<file path="src/rtl/seg_approx_adder_ecu_pkg.sv">
// Shared constants, FSM state type and width helper for the segmented approximate adder.
package approx_adder_pkg;
  localparam int SEG_W = 4;

  typedef enum logic [1:0] {
    IDLE = 2'd0,
    FIX  = 2'd1,
    DONE = 2'd2
  } state_t;

  function automatic int clog2(input int value);
    int result;
    result = 0;
    while ((1 << result) < value) result++;
    return result;
  endfunction
endpackage

</file>
<file path="src/rtl/seg_approx_adder_ecu_carry_generator.sv">
// 4-bit carry generator: carry-out of one segment assuming a carry-in of zero.
module carry_generator
  import approx_adder_pkg::*;
(
  input  logic [SEG_W-1:0] i_a,
  input  logic [SEG_W-1:0] i_b,
  output logic             o_cout
);
  logic [SEG_W-1:0] w_g;
  logic [SEG_W-1:0] w_p;

  assign w_g = i_a & i_b;
  assign w_p = i_a ^ i_b;

  always_comb begin
    o_cout = 1'b0;
    for (int i = 0; i < SEG_W; i++) o_cout = w_g[i] | (w_p[i] & o_cout);
  end
endmodule

</file>
<file path="src/rtl/seg_approx_adder_ecu.sv">
// Segmented approximate adder: speculative per-segment carries give a fast sum,
// an optional FIX walk repairs mis-speculated carries one segment per cycle.
module seg_approx_adder_ecu
  import approx_adder_pkg::*;
#(
  parameter int WIDTH = 16
) (
  input  logic                           clk,
  input  logic                           rst_n,
  input  logic                           in_valid,
  output logic                           in_ready,
  input  logic [WIDTH-1:0]               a,
  input  logic [WIDTH-1:0]               b,
  input  logic                           fix_en,
  output logic                           out_valid,
  input  logic                           out_ready,
  output logic [WIDTH-1:0]               sum,
  output logic                           cout,
  output logic                           err_flag,
  output logic [clog2(WIDTH/SEG_W)-1:0]  fix_cnt,
  output state_t                         dbg_state
);
  localparam int NSEG = WIDTH / SEG_W;
  localparam int CW   = clog2(NSEG);
  localparam logic [CW-1:0] LAST_IDX = CW'(NSEG - 1);

  // Handshake: operands transfer on a rising edge with in_valid & in_ready;
  // the result transfers on a rising edge with out_valid & out_ready, and all
  // result outputs hold bit-stable from out_valid rising until that edge.

  logic [NSEG-1:0]  w_spec;
  logic [NSEG-1:0]  w_pall;
  logic [WIDTH-1:0] w_approx_sum;
  logic             w_approx_cout;
  logic [WIDTH:0]   w_exact;
  logic             w_err;

  state_t           r_state;
  state_t           w_state_nxt;
  logic [WIDTH-1:0] r_a;
  logic [WIDTH-1:0] r_b;
  logic [WIDTH-1:0] r_sum;
  logic [NSEG-1:0]  r_spec;
  logic [NSEG-1:0]  r_pall;
  logic             r_cout;
  logic             r_err;
  logic [CW-1:0]    r_fix_cnt;
  logic [CW-1:0]    r_idx;
  logic             r_carry;

  logic [SEG_W-1:0] w_a_seg;
  logic [SEG_W-1:0] w_b_seg;
  logic [SEG_W:0]   w_seg_fix;
  logic [NSEG:0]    w_spec_ext;
  logic [CW:0]      w_idx_nxt;
  logic             w_tc_nxt;
  logic             w_last;

  for (genvar k = 0; k < NSEG; k++) begin : g_seg
    assign w_pall[k] = &(a[k*SEG_W +: SEG_W] ^ b[k*SEG_W +: SEG_W]);
    if (k == 0) begin : g_first
      assign w_spec[k] = 1'b0;
    end else begin : g_cg
      carry_generator u_cg (
        .i_a    (a[(k-1)*SEG_W +: SEG_W]),
        .i_b    (b[(k-1)*SEG_W +: SEG_W]),
        .o_cout (w_spec[k])
      );
    end
    if (k == NSEG - 1) begin : g_top
      assign {w_approx_cout, w_approx_sum[k*SEG_W +: SEG_W]} =
        {1'b0, a[k*SEG_W +: SEG_W]} + {1'b0, b[k*SEG_W +: SEG_W]} + {{SEG_W{1'b0}}, w_spec[k]};
    end else begin : g_mid
      assign w_approx_sum[k*SEG_W +: SEG_W] =
        a[k*SEG_W +: SEG_W] + b[k*SEG_W +: SEG_W] + {{(SEG_W-1){1'b0}}, w_spec[k]};
    end
  end

  assign w_exact = {1'b0, a} + {1'b0, b};
  assign w_err   = ({w_approx_cout, w_approx_sum} != w_exact);

  // r_carry holds the true carry into segment r_idx while in FIX.
  assign w_a_seg    = r_a[r_idx*SEG_W +: SEG_W];
  assign w_b_seg    = r_b[r_idx*SEG_W +: SEG_W];
  assign w_seg_fix  = {1'b0, w_a_seg} + {1'b0, w_b_seg} + {{SEG_W{1'b0}}, r_carry};
  assign w_spec_ext = {1'b0, r_spec};
  assign w_idx_nxt  = {1'b0, r_idx} + (CW+1)'(1);
  assign w_tc_nxt   = w_spec_ext[w_idx_nxt] | (r_pall[r_idx] & r_carry);
  assign w_last     = (r_idx == LAST_IDX);

  always_ff @(posedge clk or negedge rst_n) begin
    if (!rst_n) r_state <= IDLE;
    else        r_state <= w_state_nxt;
  end

  always_comb begin
    w_state_nxt = r_state;
    case (r_state)
      IDLE:    if (in_valid) w_state_nxt = fix_en ? FIX : DONE;
      FIX:     if (w_last) w_state_nxt = DONE;
      DONE:    if (out_ready) w_state_nxt = IDLE;
      default: w_state_nxt = IDLE;
    endcase
  end

  always_comb begin
    in_ready  = (r_state == IDLE);
    out_valid = (r_state == DONE);
  end

  always_ff @(posedge clk or negedge rst_n) begin
    if (!rst_n) begin
      r_a       <= '0;
      r_b       <= '0;
      r_sum     <= '0;
      r_spec    <= '0;
      r_pall    <= '0;
      r_cout    <= 1'b0;
      r_err     <= 1'b0;
      r_fix_cnt <= '0;
      r_idx     <= '0;
      r_carry   <= 1'b0;
    end else begin
      case (r_state)
        IDLE: begin
          if (in_valid) begin
            r_a       <= a;
            r_b       <= b;
            r_sum     <= w_approx_sum;
            r_cout    <= w_approx_cout;
            r_spec    <= w_spec;
            r_pall    <= w_pall;
            r_err     <= w_err;
            r_fix_cnt <= '0;
            r_idx     <= CW'(1);
            r_carry   <= w_spec[1];
          end
        end
        FIX: begin
          if (r_carry != r_spec[r_idx]) begin
            r_sum[r_idx*SEG_W +: SEG_W] <= w_seg_fix[SEG_W-1:0];
            r_fix_cnt                   <= r_fix_cnt + CW'(1);
          end
          if (w_last) begin
            r_cout <= w_seg_fix[SEG_W];
          end else begin
            r_idx   <= r_idx + CW'(1);
            r_carry <= w_tc_nxt;
          end
        end
        default: ;
      endcase
    end
  end

  assign sum       = r_sum;
  assign cout      = r_cout;
  assign err_flag  = r_err;
  assign fix_cnt   = r_fix_cnt;
  assign dbg_state = r_state;
endmodule

</file>
<file path="config.mk">
export PLATFORM = sky130hd
export DESIGN_NAME = seg_approx_adder_ecu
export DESIGN_NICKNAME = d
export VERILOG_FILES = /design/src/rtl/seg_approx_adder_ecu_pkg.sv /design/src/rtl/seg_approx_adder_ecu_carry_generator.sv /design/src/rtl/seg_approx_adder_ecu.sv
export SDC_FILE = /design/constraint.sdc
export NUM_CORES = 1
export LEC_CHECK = 0
export ABC_AREA = 1
export CAP_MARGIN = 25
export CORE_MARGIN = 2
export CORE_UTILIZATION = 25
export DETAILED_ROUTE_END_ITERATION = 7
export GPL_ROUTABILITY_DRIVEN = 0
export SLEW_MARGIN = 10
export SYNTH_ARGS = -nofsm -noshare
export SYNTH_HDL_FRONTEND = slang
export SYNTH_SLANG_ARGS = --single-unit
</file>
<file path="constraint.sdc">
create_clock -name clk -period 7.28 [get_ports clk]
set_clock_uncertainty 0.15 [all_clocks]
set_input_delay 0.728 -clock clk [delete_from_list [all_inputs] [get_ports clk]]
set_output_delay 0.728 -clock clk [all_outputs]
set_load 0.01 [all_outputs]
</file>
## Word-level counts from Yosys, hierarchy flattened

Index checks and enable logic that the tools add are counted.

- Bits in registers: 64
- Latch bits: 0
- Bits in writable memories: 0
- Bits in read-only memories: 0
- Input port bits: 37
- Output and inout bits: 24
- Logic and storage cells: 106
- Memories kept: 0

- Add/sub/neg operators: 14
- $mul: 0
- Divide/modulo/power cells: 0
- $lt $le $gt $ge: 2
- Equality and inequality tests: 10
- Shifts and indexed selects: 4
- Multiplexer cells: 27
- Bitwise operators: 27
- Reduce and logical (&&, ||, !) cells: 11

Operators by type and width:

| operator | number |
|---|---|
| negator 4 -> 34 bit | 1 |
| variable shift 4 x 34 -> 16 bit, first input constant | 1 |
| variable part select 4 x 34 -> 16 bit | 1 |
| 2-to-1 mux 16 bit | 2 |
| case mux 16 bit (2 select lines) | 1 |
| variable part select 16 x 5 -> 4 bit | 2 |
| adder 16 x 16 -> 17 bit | 1 |
| != test 17 bit | 1 |
| bitwise mux 16 bit | 1 |
| 2-to-1 mux 2 bit | 8 |
| AND reduction 4 bit | 4 |
| XOR 4 bit | 4 |
| adder 4 bit | 3 |
| bitwise AND 4 bit | 3 |
| AND reduction 3 bit | 4 |
| adder 4 x 4 -> 5 bit | 2 |
| adder 5 x 1 -> 5 bit | 2 |
| bitwise AND 1 bit | 10 |
| bitwise OR 1 bit | 10 |
| adder 4 x 1 -> 4 bit | 2 |
| != test 2 bit, second input constant | 4 |
| case mux 2 bit (2 select lines) | 2 |
| 2-to-1 mux 1 bit | 7 |
| case mux 2 bit (3 select lines) | 1 |
| 14 further kinds | 18 |

## Depth between registers and ports, before layout

Gate-level depths: netlist (run 1).

- Word-level depth: 10
- Gate-level depth with buffers: 19
- Gate-level depth less buffers: 19

## By module

Synthesis (run 1) repeated with hierarchy kept, for this count alone.

- Cell total of the unflattened synthesis: 663
- Area total of the unflattened synthesis: 4,788.3 um^2

Modules (own cells, without submodules):

| module | times used | cells each | area each (um^2) |
|---|---|---|---|
| seg_approx_adder_ecu | 1 | 627 | 4,570.6 |
| carry_generator | 3 | 12 | 72.6 |

## Worst setup path before layout (run 1)

No wires, ideal clock.

- Kind: input to register
- From: input a[0]
- To: register r_err (netlist: err_flag)
- Arrival time: 3.254 ns
- Data required time: 7.013 ns
- Slack: 3.759 ns
- Cell stages on the path: 19
- Path through: ha_1 -> inv_1 -> fa_1 -> inv_1 -> fa_1 -> nand2_1 -> nand2_1 -> fa_1 -> inv_1 -> fa_1 -> xor2_1 -> nand3b_1 -> nand2_1 -> nor2_1 -> nand3_1 -> nor2_1 -> nand3_1 -> nor2_1 -> nor2_1

- Longest elaborated chain between the ends: 9
- Elaborated cells between the ends (all ways): 11

RTL lines:

| element | line | source |
|---|---|---|
| start, declared | seg_approx_adder_ecu.sv:12 | `input logic [WIDTH-1:0] a,` |
| bitwise AND 4 bit | seg_approx_adder_ecu_carry_generator.sv:12 | `assign w_g = i_a & i_b;` |
| bitwise AND 1 bit | seg_approx_adder_ecu_carry_generator.sv:17 | `for (int i = 0; i < SEG_W; i++) o_cout = w_g[i] \| (w_p[i] & o_cout);` |
| bitwise OR 1 bit | seg_approx_adder_ecu_carry_generator.sv:17 |  |
| bitwise AND 1 bit | seg_approx_adder_ecu_carry_generator.sv:17 |  |
| bitwise OR 1 bit | seg_approx_adder_ecu_carry_generator.sv:17 |  |
| bitwise AND 1 bit | seg_approx_adder_ecu_carry_generator.sv:17 |  |
| bitwise OR 1 bit | seg_approx_adder_ecu_carry_generator.sv:17 |  |
| net g_seg[1].g_cg.u_cg.o_cout | seg_approx_adder_ecu_carry_generator.sv:7 | `output logic o_cout` |
| adder 4 x 1 -> 4 bit | seg_approx_adder_ecu.sv:75 | `a[k*SEG_W +: SEG_W] + b[k*SEG_W +: SEG_W] + {{(SEG_W-1){1'b0}}, w_spec[k]};` |
| != test 17 bit | seg_approx_adder_ecu.sv:80 | `assign w_err = ({w_approx_cout, w_approx_sum} != w_exact);` |
| end signal, assigned | seg_approx_adder_ecu.sv:133 | `r_err <= w_err;` |
| end, declared | seg_approx_adder_ecu.sv:46 | `logic r_err;` |

The timed path passes the listed nets, and every way through them passes these cells.
A chain may end at the register's enable or synchronous reset.

## Worst setup path after layout (run 1)

Ends and elaborated chain as after synthesis.

==> results of run 1 <==
-- power by group through the flow --
stage / clock network (mW) / registers, mW / logic (mW)
after global routing: 0.466 / 0.649 / 1.34
after detailed placement: 0 / 0.634 / 1.19
after CTS: 0.451 / 0.630 / 1.19
after global placement: 0 / 0.633 / 1.17
after floorplan: 0 / 0.617 / 0.782
final: 0.441 / 0.630 / 1.19
-- cell type report --
| cell class | count | area share |
|---|---|---|
| Multi-Input combinational cell | 490 | 0.4557 |
| Sequential cell | 64 | 0.2792 |
| Timing Repair Buffer | 63 | 0.1078 |
| Inverter | 83 | 0.05476 |
| Tap cell | 229 | 0.04996 |
| Clock buffer | 14 | 0.04603 |
| Clock inverter | 2 | 0.006545 |
-- metrics by stage --
stage,utilization,instance area (µm²),setup slack [ns],hold WS [ns]
after global placement,0.3015,5434,3.148,0.2987
after detailed placement,0.3015,5434,3.075,0.3041
after global routing,0.3182,5736,3.109,0.3403
final,0.3182,5736,3.422,0.3156
after CTS,0.3182,5736,3.417,0.3178
after floorplan,-,4602,3.759,0.2824
-- sequential cells by signal, indices dropped and copies added, names as in the netlist --
| name | count |
|---|---|
| r_a | 16 |
| r_spec | 3 |
| fix_cnt | 2 |
| r_b | 16 |
| err_flag | 1 |
| cout | 1 |
| dbg_state | 2 |
| r_pall | 4 |
| r_carry | 1 |
| sum | 16 |
| r_idx | 2 |
-- per-layer routing --
layer | vias to the layer above | global-route usage | wire length (µm)
met3 | 20 | 0.03441 | 940
li1 | 2194 | - | -
met5 | - | 0 | 0
met1 | 2041 | 0.2125 | 6709
met4 | 0 | 0.03947 | 214
met2 | 138 | 0.2363 | 6366
-- path summary, 6_finish.rpt --
check / slack, ns / cells after the start / from / endpoint
max in group asynchronous: 5.99 / 2 / rst_n / r_a[1]
worst max-delay path: 3.42 / 20 / a[0] / err_flag
min in group asynchronous: 0.43 / 2 / rst_n / dbg_state[1]
worst min register to register: 0.32 / 2 / r_b[7] / r_b[7]
worst min-delay path: 0.32 / 2 / r_b[7] / r_b[7]
worst max register to register: 4.09 / 12 / r_idx[0] / sum[5]
-- logic make-up after synthesis --
logic type               Yosys count  synth area share
AO/OA/AOI/OAI                    102            0.1379
XOR/XNOR                          14           0.02665
adder cells (fa/ha/maj)           33            0.1060
flip-flops                        64            0.3480
buffers and inverters            100           0.08456
AND/OR/NAND/NOR                  341            0.2969
-- worst max-delay path, delay by kind of cell --
family | cells | cell delay, ns
xor gates and xnor gates | 1 | 0.19
buffers and inverters | 4 | 0.67
and+or+nand+nor | 10 | 0.77
adders and majority gates | 5 | 1.58
-- cell usage after synthesis, drive strengths merged --
library cell	instances	area (µm²)
nand2	246	938.4
inv	80	302.8
dfrtp	64	1602
nor2	57	214.0
o21ai	56	317.8
nand3	25	130.1
ha	23	287.8
a21oi	20	103.9
clkbuf	13	48.80
o22ai	12	75.07
xor2	11	96.34
fa	10	200.2
nand4	5	31.28
buf	4	26.27
nand3b	4	30.03
clkinv	3	11.26
xnor2	3	26.28
a31oi	2	27.53
a32oi	2	17.52
and2	2	12.51
nor3	2	10.01
o21a	2	15.01
a211oi	1	7.510
a21boi	1	7.510
a21o	1	7.510
a221oi	1	8.760
a22o	1	8.760
o211ai	1	21.27
o31ai	1	7.510
o41ai	1	8.760
==> flow_metrics.py, run 1 <==
metrics = {
    "floorplanning": {
        "die_h_um": 139.7,
        "ioPinCount": 61,
        "rows": 49,
        "initial_utilization": 0.2553,
        "dieArea_um2": 19510,
        "die-width_um": 139.7,
        "core_region_area_um2": 18020,
    },
    "timing": {
        "max_slew_margin": 0.3972,
        "setup_tns_ns": 0,
        "fmax_ghz": 0.2592,
        "tightest_slew_ns": 0.9029,
        "finalSetupViolCount": 0,
        "rsz0062_at_grt": "false",
        "layout_min_cycle_time_ns": 3.858,
        "post-route-period-util": 0.5299,
        "finalHoldViolCount": 0,
        "finalMaxSlewViolations": 0,
    },
    "final_layout": {
        "final_common_cell": "nand2_1",
        "n_antenna_cell": 0,
        "area_growth_pct": 24.63,
        "fillers": 1973,
        "seq_area_um2": 1602,
        "fin_cells": 945,
        "drive_above_1_share": 0.05307,
        "final_cell_mix": "nand2_1 (244), inv_1 (70), dfrtp_1 (64), clkdlybuf4s50_1 (59), nor2_1 (56)",
        "num-nets-final": 781,
        "multi_input_area_um2": 2614,
    },
    "setup_path": {
        "end_kind": "register",
        "worst_path_max_delay_cell": "fa_1",
        "crit_chain": "clkdlybuf4s50_1, ha_1, inv_1, fa_1, inv_1, fa_1, nand2_1, nand2_1, fa_1, inv_1, fa_1, xor2_1, nand3b_1, nand2_1, nor2_1, nand3_1, nor2_1, nand3_1, nor2_1, nor2_1",
        "cpPeakStageDelay_ns": 0.45,
        "arrival_ns": 3.93,
        "critical_path_required_ns": 7.36,
        "cp_max_fo": 3,
        "startpoint_type": "input port",
        "criticalPathCategory": "input port to register",
    },
    "pwr": {
        "power.internal_mw": 1.245,
        "switching_share": 0.4502,
        "pwr-share-comb": 0.527,
        "ir_drop_mv": 0.1813,
        "total_power_mw": 2.265,
        "leakage_nw": 2.864,
        "p_sw_mw": 1.020,
        "seq_power_share": 0.278,
        "pwr-share-clk": 0.195,
        "powerDensity_nw_per_um2": 394.9,
    },
    "cts": {
        "cts_tree": "yes",
        "clockBufferDepth": 2,
        "cts_resized": 0,
        "cts_hold_buffers": 0,
        "clock_latency_ns": 0.33,
        "htreeDepth": 3,
        "clk_pin_slew_worst_paths_ns": 0.05,
        "root_buffer": "clkbuf_16",
        "numCtsBuffers": 9,
        "clkSinkCount": 64,
        "post_cts_buffers": 0,
    },
    "route": {
        "drt_wl_total_mm": 14.23,
        "drt_iter0_markers": 405,
        "wire_per_inst_um": 15.06,
        "viasPerCell": 4.649,
        "via_count": 4393,
        "antenna_left": 0,
        "drc_errors": 0,
        "drtPass1Iterations": 5,
    },
    "place": {
        "dp_cells": 929,
        "dp_hpwl_mm": 11.27,
        "numPortBuffers": 60,
    },
    "grt": {
        "grt_usage": 0.1515,
        "antenna_found_initial": 0,
        "grt_pass1_vias": 4230,
        "overflow": 0,
        "grt_pass1_wl_mm": 23.04,
        "grt_max_degree": 65,
    },
    "yosys": {
        "synthCells": 654,
        "avgSynthCellArea_um2": 7.037,
        "ys_seq_area_frac": 0.3480,
        "synth_nets": 724,
        "syn-cell-area_um2": 4602,
        "synth-seq-cells": 64,
        "yosysUniqueCellTypes": 40,
        "yosys_warnings": 0,
    },
    "worst_hold_path": {
        "hp-class": "register to register",
    },
    "status": {
        "status": "finished clean",
    },
    "flow_run": {
        "max-cap-violations": 0,
    },
}
(Power assumes the default switching activity.)
==> run 2, diff against run 1 <==
- clock period: 7.28 -> 3.6 ns (I/O delays scaled with it)
==> flow_metrics.py, run 2 (same netlist as run 1, synthesis figures left out) <==
metrics = {
    "status": {
        "status": "finished clean",
    },
    "place": {
        "dp_cells": 947,
        "place_ws_ns": -0.2398,
        "numPortBuffers": 60,
        "placed_area_um2": 5569,
        "dp_hpwl_mm": 11.29,
    },
    "grt": {
        "grt_max_degree": 65,
        "grt_pass1_vias": 4342,
        "grt_pass1_wl_mm": 23.05,
        "overflow": 0,
        "antenna_found_initial": 0,
        "grt_usage": 0.1522,
    },
    "timing": {
        "fmax_ghz": 0.3011,
        "finalSetupViolCount": 0,
        "layout_min_cycle_time_ns": 3.321,
        "post-route-period-util": 0.9226,
        "setup_ws_ns": 0.2787,
        "rsz0062_at_grt": "false",
        "tightest_slew_ns": 0.8508,
        "max_slew_margin": 0.4328,
        "finalHoldViolCount": 0,
        "finalMaxSlewViolations": 0,
    },
    "setup_path": {
        "ff2ff_setup_slack_ns": 0.85,
        "rr_worst_depth": 13,
        "startpoint_type": "input port",
        "crit_chain": "clkdlybuf4s50_1, inv_2, fa_2, inv_1, fa_1, nand2_1, nand2_2, fa_2, inv_2, fa_2, xor2_2, nand3b_1, nand2_1, nor2_1, nand3_1, nor2_1, nand3_1, nor2_1, nor2_1",
        "worstReg2RegEnd": "sum[6]",
        "worst_path_max_delay_cell": "fa_2",
        "timing.rr.start": "r_idx[0]",
        "cpPeakStageDelay_ns": 0.47,
        "cp_max_fo": 2,
        "criticalPathCategory": "input port to register",
        "crit_top_cell": "nor2_1",
        "critical_path_required_ns": 3.69,
        "arrival_ns": 3.41,
        "end_kind": "register",
    },
    "pwr": {
        "seq_power_share": 0.284,
        "p_sw_mw": 2.025,
        "powerDensity_nw_per_um2": 765.0,
        "switching_share": 0.4524,
        "pwr-share-clk": 0.173,
        "leakage_nw": 2.945,
        "power.internal_mw": 2.451,
        "pwr-share-comb": 0.543,
        "ir_drop_mv": 0.4804,
    },
    "floorplanning": {
        "ioPinCount": 61,
        "rows": 49,
        "dieArea_um2": 19510,
        "initial_utilization": 0.2553,
        "die_h_um": 139.7,
        "core_region_area_um2": 18020,
        "die-width_um": 139.7,
    },
    "cts": {
        "htreeDepth": 3,
        "cts_tree": "yes",
        "clk_pin_slew_worst_paths_ns": 0.06,
        "clock_latency_ns": 0.34,
        "clockBufferDepth": 2,
        "clkSinkCount": 64,
        "root_buffer": "clkbuf_16",
        "cts_hold_buffers": 0,
        "numCtsBuffers": 9,
    },
    "final_layout": {
        "final_cell_area_um2": 5851,
        "fin_cells": 963,
        "final_core_util": 0.3246,
        "n_antenna_cell": 0,
        "final_common_cell": "nand2_1",
        "final_cell_mix": "nand2_1 (243), inv_1 (67), dfrtp_1 (64), clkdlybuf4s50_1 (57), nor2_1 (56)",
        "drive_above_1_share": 0.08583,
        "num-nets-final": 800,
        "area_growth_pct": 27.13,
    },
    "flow_run": {
        "max-cap-violations": 0,
    },
    "worst_hold_path": {
        "hp-class": "input port to asynchronous set/reset pin",
    },
    "route": {
        "drt_wl_total_mm": 14.26,
        "antenna_left": 0,
        "via_count": 4431,
        "drt_iter0_markers": 302,
        "wire_per_inst_um": 14.81,
        "drtPass1Iterations": 5,
        "viasPerCell": 4.601,
        "drc_errors": 0,
    },
}
-- run 2: cell types whose count changed in the layout (fill, tap and decap cells not counted), moves of 2 or more --
cell,delta
buf_4,+19
fa_2,+3
fa_1,-3
clkbuf_8,-2
clkbuf_1,+2
dlymetal6s2s_1,+2
clkdlybuf4s50_1,-2
inv_2,+3
inv_1,-3
-- run 2: critical path: cells and delay by family --
family        cells  cell delay [ns]
xor+xnor          1             0.18
fa+ha+maj         4             1.36
buf+inv           4             0.67
simple gates     10             0.84
-- run 2: how the worst max path moves through the flow --
stage / from / end / slack (ns) / cells after the start
after CTS: a[0] / err_flag / 0.12 / 20
final: a[1] / err_flag / 0.28 / 19
after detailed placement: a[0] / err_flag / -0.24 / 20
after floorplan: a[0] / err_flag / 0.45 / 19
after global routing: a[1] / err_flag / 0.03 / 19
after global placement: a[0] / err_flag / -0.13 / 20
-- run 2: power groups by stage --
| stage | sequential, mW | clock (mW) | combinational (mW) |
|---|---|---|---|
| after global placement | 1.27 | 0 | 2.39 |
| after detailed placement | 1.28 | 0 | 2.42 |
| after CTS | 1.27 | 0.799 | 2.42 |
| after floorplan | 1.25 | 0 | 1.58 |
| final | 1.27 | 0.772 | 2.43 |
| after global routing | 1.31 | 0.820 | 2.74 |
-- run 2: through the flow --
step	TNS, ns	hold slack [ns]	power, mW
floorplan	0	-0.08559	2.829
global placement	-0.1346	0.3012	3.662
detailed placement	-0.2398	0.3063	3.695
CTS	0	0.1125	4.492
global route	0	0.1373	4.869
finish	0	0.07066	4.476
-- run 2: layer usage --
layer  part of all wire  routed length [µm]  up-vias  track usage
met5                  0                   0        -            0
met4              0.020                 279        0      0.04000
met3              0.054                 777       20      0.03441
met2               0.45                6415      140       0.2386
met1               0.48                6786     2045       0.2125
li1                   -                   -     2226            -
-- run 2: area by class of cell --
type,count,area (µm²)
inverter,83,314.1
multi-input combinational,490,2634
fill,1983,12170
clock buffer,14,244.0
timing repair buffer,82,765.7
sequential,64,1602
tap,229,286.5
clock inverter,1,5.005
-- run 2: what timing repair did --
item                                   4_1_cts  5_1_grt
setup endpoints to repair                    0        1
gates resized for setup                      0       11
endpoints found under the hold margin        0        0
buffers inserted                             0        1
==> RTL change 1: new RTL, config.mk and constraints of run 1 <==
`WIDTH`: 16 -> 24.
--- a/src/rtl/seg_approx_adder_ecu.sv
+++ b/src/rtl/seg_approx_adder_ecu.sv
@@ -5,3 +5,3 @@
 #(
-  parameter int WIDTH = 16
+  parameter int WIDTH = 24
 ) (
Interface: changed (resized a, b, fix_cnt and sum); port bits go from 61 to 86. The function was not compared with the original's and may differ.
==> RTL change 1 against run 1 <==
Global-route usage increased by 2.1 points; total power increased by 51%; synthesized area grew 52%; sequential cell count increased by 30; worst setup slack worse by 360 ps; non-clock buffer count increased by 28; design area up 50%; synthesized cell count rose by 57%; routed wire length increased by 72%; cell count is 57% higher; sequential power increased by 45%; combinational power up 65%.
==> RTL change 1: results (changes against run 1) <==
.. list-table::
   :header-rows: 1

   * - Metric
     - Value
   * - Fillers
     - 3060 (+55%)
   * - Outcome
     - finished clean
   * - Number of nets in the final layout
     - 1194 (+53%)
   * - Clock latency at the later pin of the worst-skew pair
     - 360 ps (+30 ps)
   * - Antenna violations before repair
     - 1 (+1)
   * - Place WS
     - 2735 ps (-340.8 ps)
   * - Starting DRC count in detailed routing
     - 705 (+74%)
   * - Largest net degree at the start of global routing
     - 88 (+35%)
   * - Post-detailed-placement half-perimeter wirelength
     - 19.46 mm (+73%)
   * - Routed len/inst
     - 16.57 um (+10%)
   * - Synthesized area per cell
     - 6.841 um^2 (-2.8%)
   * - Number of search-and-repair iterations in the first detailed-routing pass
     - 6 (+1)
   * - Share of cells above drive strength 1
     - 3.909% (-1.4 points)
   * - Wire length on met1
     - 10.71 mm (+60%)
   * - Yosys cell types
     - 41 (+2.5%)
   * - Critical-path maximum fanout
     - 5 (+2)
   * - Total Routing Usage GR
     - 17.20% (+2.1 points)
   * - Ranking of synthesized cells by area
     - sky130_fd_sc_hd__dfrtp_1, sky130_fd_sc_hd__nand2_1, sky130_fd_sc_hd__inv_1, sky130_fd_sc_hd__o21ai_0, sky130_fd_sc_hd__ha_1
   * - Wire length on met3
     - 1.990 mm (+110%)
   * - Routed wire length on met2
     - 11.36 mm (+78%)
   * - Slowest cell delay on critical path
     - 500 ps (+50 ps)
   * - Port bufs
     - 85 (+42%)
   * - Ranking of synthesized cells by instance count
     - sky130_fd_sc_hd__nand2_1, sky130_fd_sc_hd__inv_1, sky130_fd_sc_hd__o21ai_0
   * - Final worst path period need
     - 4219 ps (+361.4 ps)
   * - Via count of the first global-routing pass
     - 6540 (+55%)
   * - Sequential-to-total area share from yosys stat
     - 33.58% (-1.2 points)
   * - Average vias per placed instance
     - 4.747 (+2.1%)
   * - Static leakage power
     - 4.180 nW (+46%)
   * - Data arrival time of the critical path
     - 4330 ps (+400 ps)
   * - Cell Count, Final, Fillers Out
     - 1479 (+57%)
   * - CTS clk-pin slew, worst paths
     - 70 ps (+20 ps)
   * - Internal reg-to-reg setup slack
     - 3240 ps (-850 ps)
   * - Instance area at placement
     - 8252 um^2 (+52%)
   * - Final-layout worst hold slack
     - 150.0 ps (-165.7 ps)
   * - First-pass GRT wire length
     - 37.76 mm (+64%)
   * - Class of the most critical hold timing path
     - input pin to async pin
-- RTL change 1: kinds of logic (layout without fill, tap and decap cells) --
group                      after synthesis  in the layout  synth area share (%)
DFF                                     94             94                 33.58
other                                    0              1                     0
and+or+nand+nor                        496            496                 29.04
buffers and inverters                  174            250                 9.484
adders and majority gates               46             46                 9.716
xor gates and xnor gates                20             20                 2.608
AOI/OAI and AO/OA                      194            194                 15.57
-- RTL change 1: power by group --
part           internal (mW)  switching, mW
logic                  0.694           1.27
registers              0.753          0.162
clock network          0.314          0.226
-- RTL change 1: area by class of cell --
cell class	count	area (um^2)	area share (%)
well taps	378	473.0	5.508
flip-flops and latches	94	2352	27.39
inverters	143	536.8	6.251
clock buffers	10	239.0	2.783
repair buffers	91	893.4	10.40
diodes	1	2.502	0.02914
multi-input cells	756	3996	46.54
clock inverters	6	93.84	1.093
-- RTL change 1: routing by layer --
metal	up-vias	track usage [%]
met2	258	27.42
met4	0	5.269
li1	3433	-
met3	27	4.096
met5	-	0
met1	3303	23.06
==> RTL change 2: new RTL, flow settings as in run 1 <==
Without the edit above. Register the output `fix_cnt` once more; this adds one clock of latency there. The other outputs are not delayed to match.
--- a/src/rtl/seg_approx_adder_ecu.sv
+++ b/src/rtl/seg_approx_adder_ecu.sv
@@ -158,3 +158,5 @@
   assign err_flag  = r_err;
-  assign fix_cnt   = r_fix_cnt;
+  always_ff @(posedge clk) begin
+    fix_cnt <= r_fix_cnt;
+  end
   assign dbg_state = r_state;
Formal check against the unedited RTL: not equivalent (Yosys sat finds a counterexample within 4 cycles, from zero or initial values and one cycle with rst_n low).
==> RTL change 2 against run 1 <==
Total power rose by 0.34%; sequential cell count rose by 2; synthesized area fell by 0.84%; design area fell by 1.2%; via count fell by 1.9%; worst setup slack got worse by 5.0 ps; routed wire length fell by 2.1%; critical endpoint unchanged.
==> RTL change 2: results (changes against run 1) <==
.. list-table::
   :header-rows: 1

   * - Metric
     - Value
   * - Internal reg-to-reg setup slack
     - 3740 ps (-350 ps)
   * - Average vias per placed instance
     - 4.643 (-0.12%)
   * - Fraction of power spent switching nets
     - 45.12% (+0.10 points)
   * - Number of nets in the final layout
     - 764 (-2.2%)
   * - Seq pwr share
     - 29.4% (+1.6 points)
   * - Instance area at placement
     - 5379 um^2 (-1.0%)
   * - Sequential-to-total area share from yosys stat
     - 35.97% (+1.2 points)
   * - Outcome
     - finished clean
   * - Ranking of synthesized cells by instance count
     - sky130_fd_sc_hd__nand2_1, sky130_fd_sc_hd__inv_1, sky130_fd_sc_hd__dfrtp_1
   * - Startpoint of the tightest hold check path
     - r_fix_cnt[1]
   * - Number of nets in the synthesized netlist
     - 708 (-2.2%)
   * - Via count of the first global-routing pass
     - 4147 (-2.0%)
   * - Ranking of synthesized cells by area
     - sky130_fd_sc_hd__dfrtp_1, sky130_fd_sc_hd__nand2_1, sky130_fd_sc_hd__inv_1, sky130_fd_sc_hd__ha_1, sky130_fd_sc_hd__o21ai_0
   * - First-pass GRT wire length
     - 22.22 mm (-3.6%)
   * - Fillers
     - 1941 (-1.6%)
   * - Data arrival time of the critical path
     - 3960 ps (+30 ps)
   * - Asr flop ratio synth
     - 96.97% (-3.0 points)
   * - Cell Count, Final, Fillers Out
     - 928 (-1.8%)
   * - FF-to-FF End
     - sum[14]
   * - Power in sequential cells
     - 0.668 mW (+6.0%)
   * - Post-detailed-placement half-perimeter wirelength
     - 10.78 mm (-4.4%)
   * - Share of cells above drive strength 1
     - 5.293% (-0.014 points)
   * - Place WS
     - 3075 ps (-0.5800 ps)
   * - Worst slew slack as a fraction of its limit
     - 40.22% (+0.50 points)
   * - Summed area of non-filler cells in the final layout
     - 5665 um^2 (-1.2%)
[RTL change 2: logic make-up after synthesis]
| logic type | after synthesis | synth area share, % |
|---|---|---|
| flip-flops | 66 | 35.97 |
| multiplexers | 1 | 0.2468 |
| AO/OA/AOI/OAI | 110 | 13.93 |
| buffers and inverters | 97 | 8.418 |
| XOR/XNOR | 14 | 2.687 |
| adder cells (fa/ha/maj) | 33 | 10.69 |
| AND/OR/NAND/NOR | 317 | 28.05 |
[RTL change 2: per-layer routing]
layer / wire length (um) / global-route usage, % / share of wire [%] / up-vias
met5: 0 / 0 / 0 / -
met4: 189 / 4.306 / 1.4 / 0
met3: 831 / 3.177 / 6.0 / 15
met2: 6550 / 24.47 / 47 / 132
met1: 6356 / 19.37 / 46 / 2005
li1: - / - / - / 2157
[RTL change 2: area by class of cell]
type	instances	share of cell area, %
multi-input combinational	475	44.83
clock inverter	2	0.2208
clock buffer	14	4.837
tap	229	5.057
inverter	80	5.300
sequential	66	28.98
timing repair buffer	62	10.78
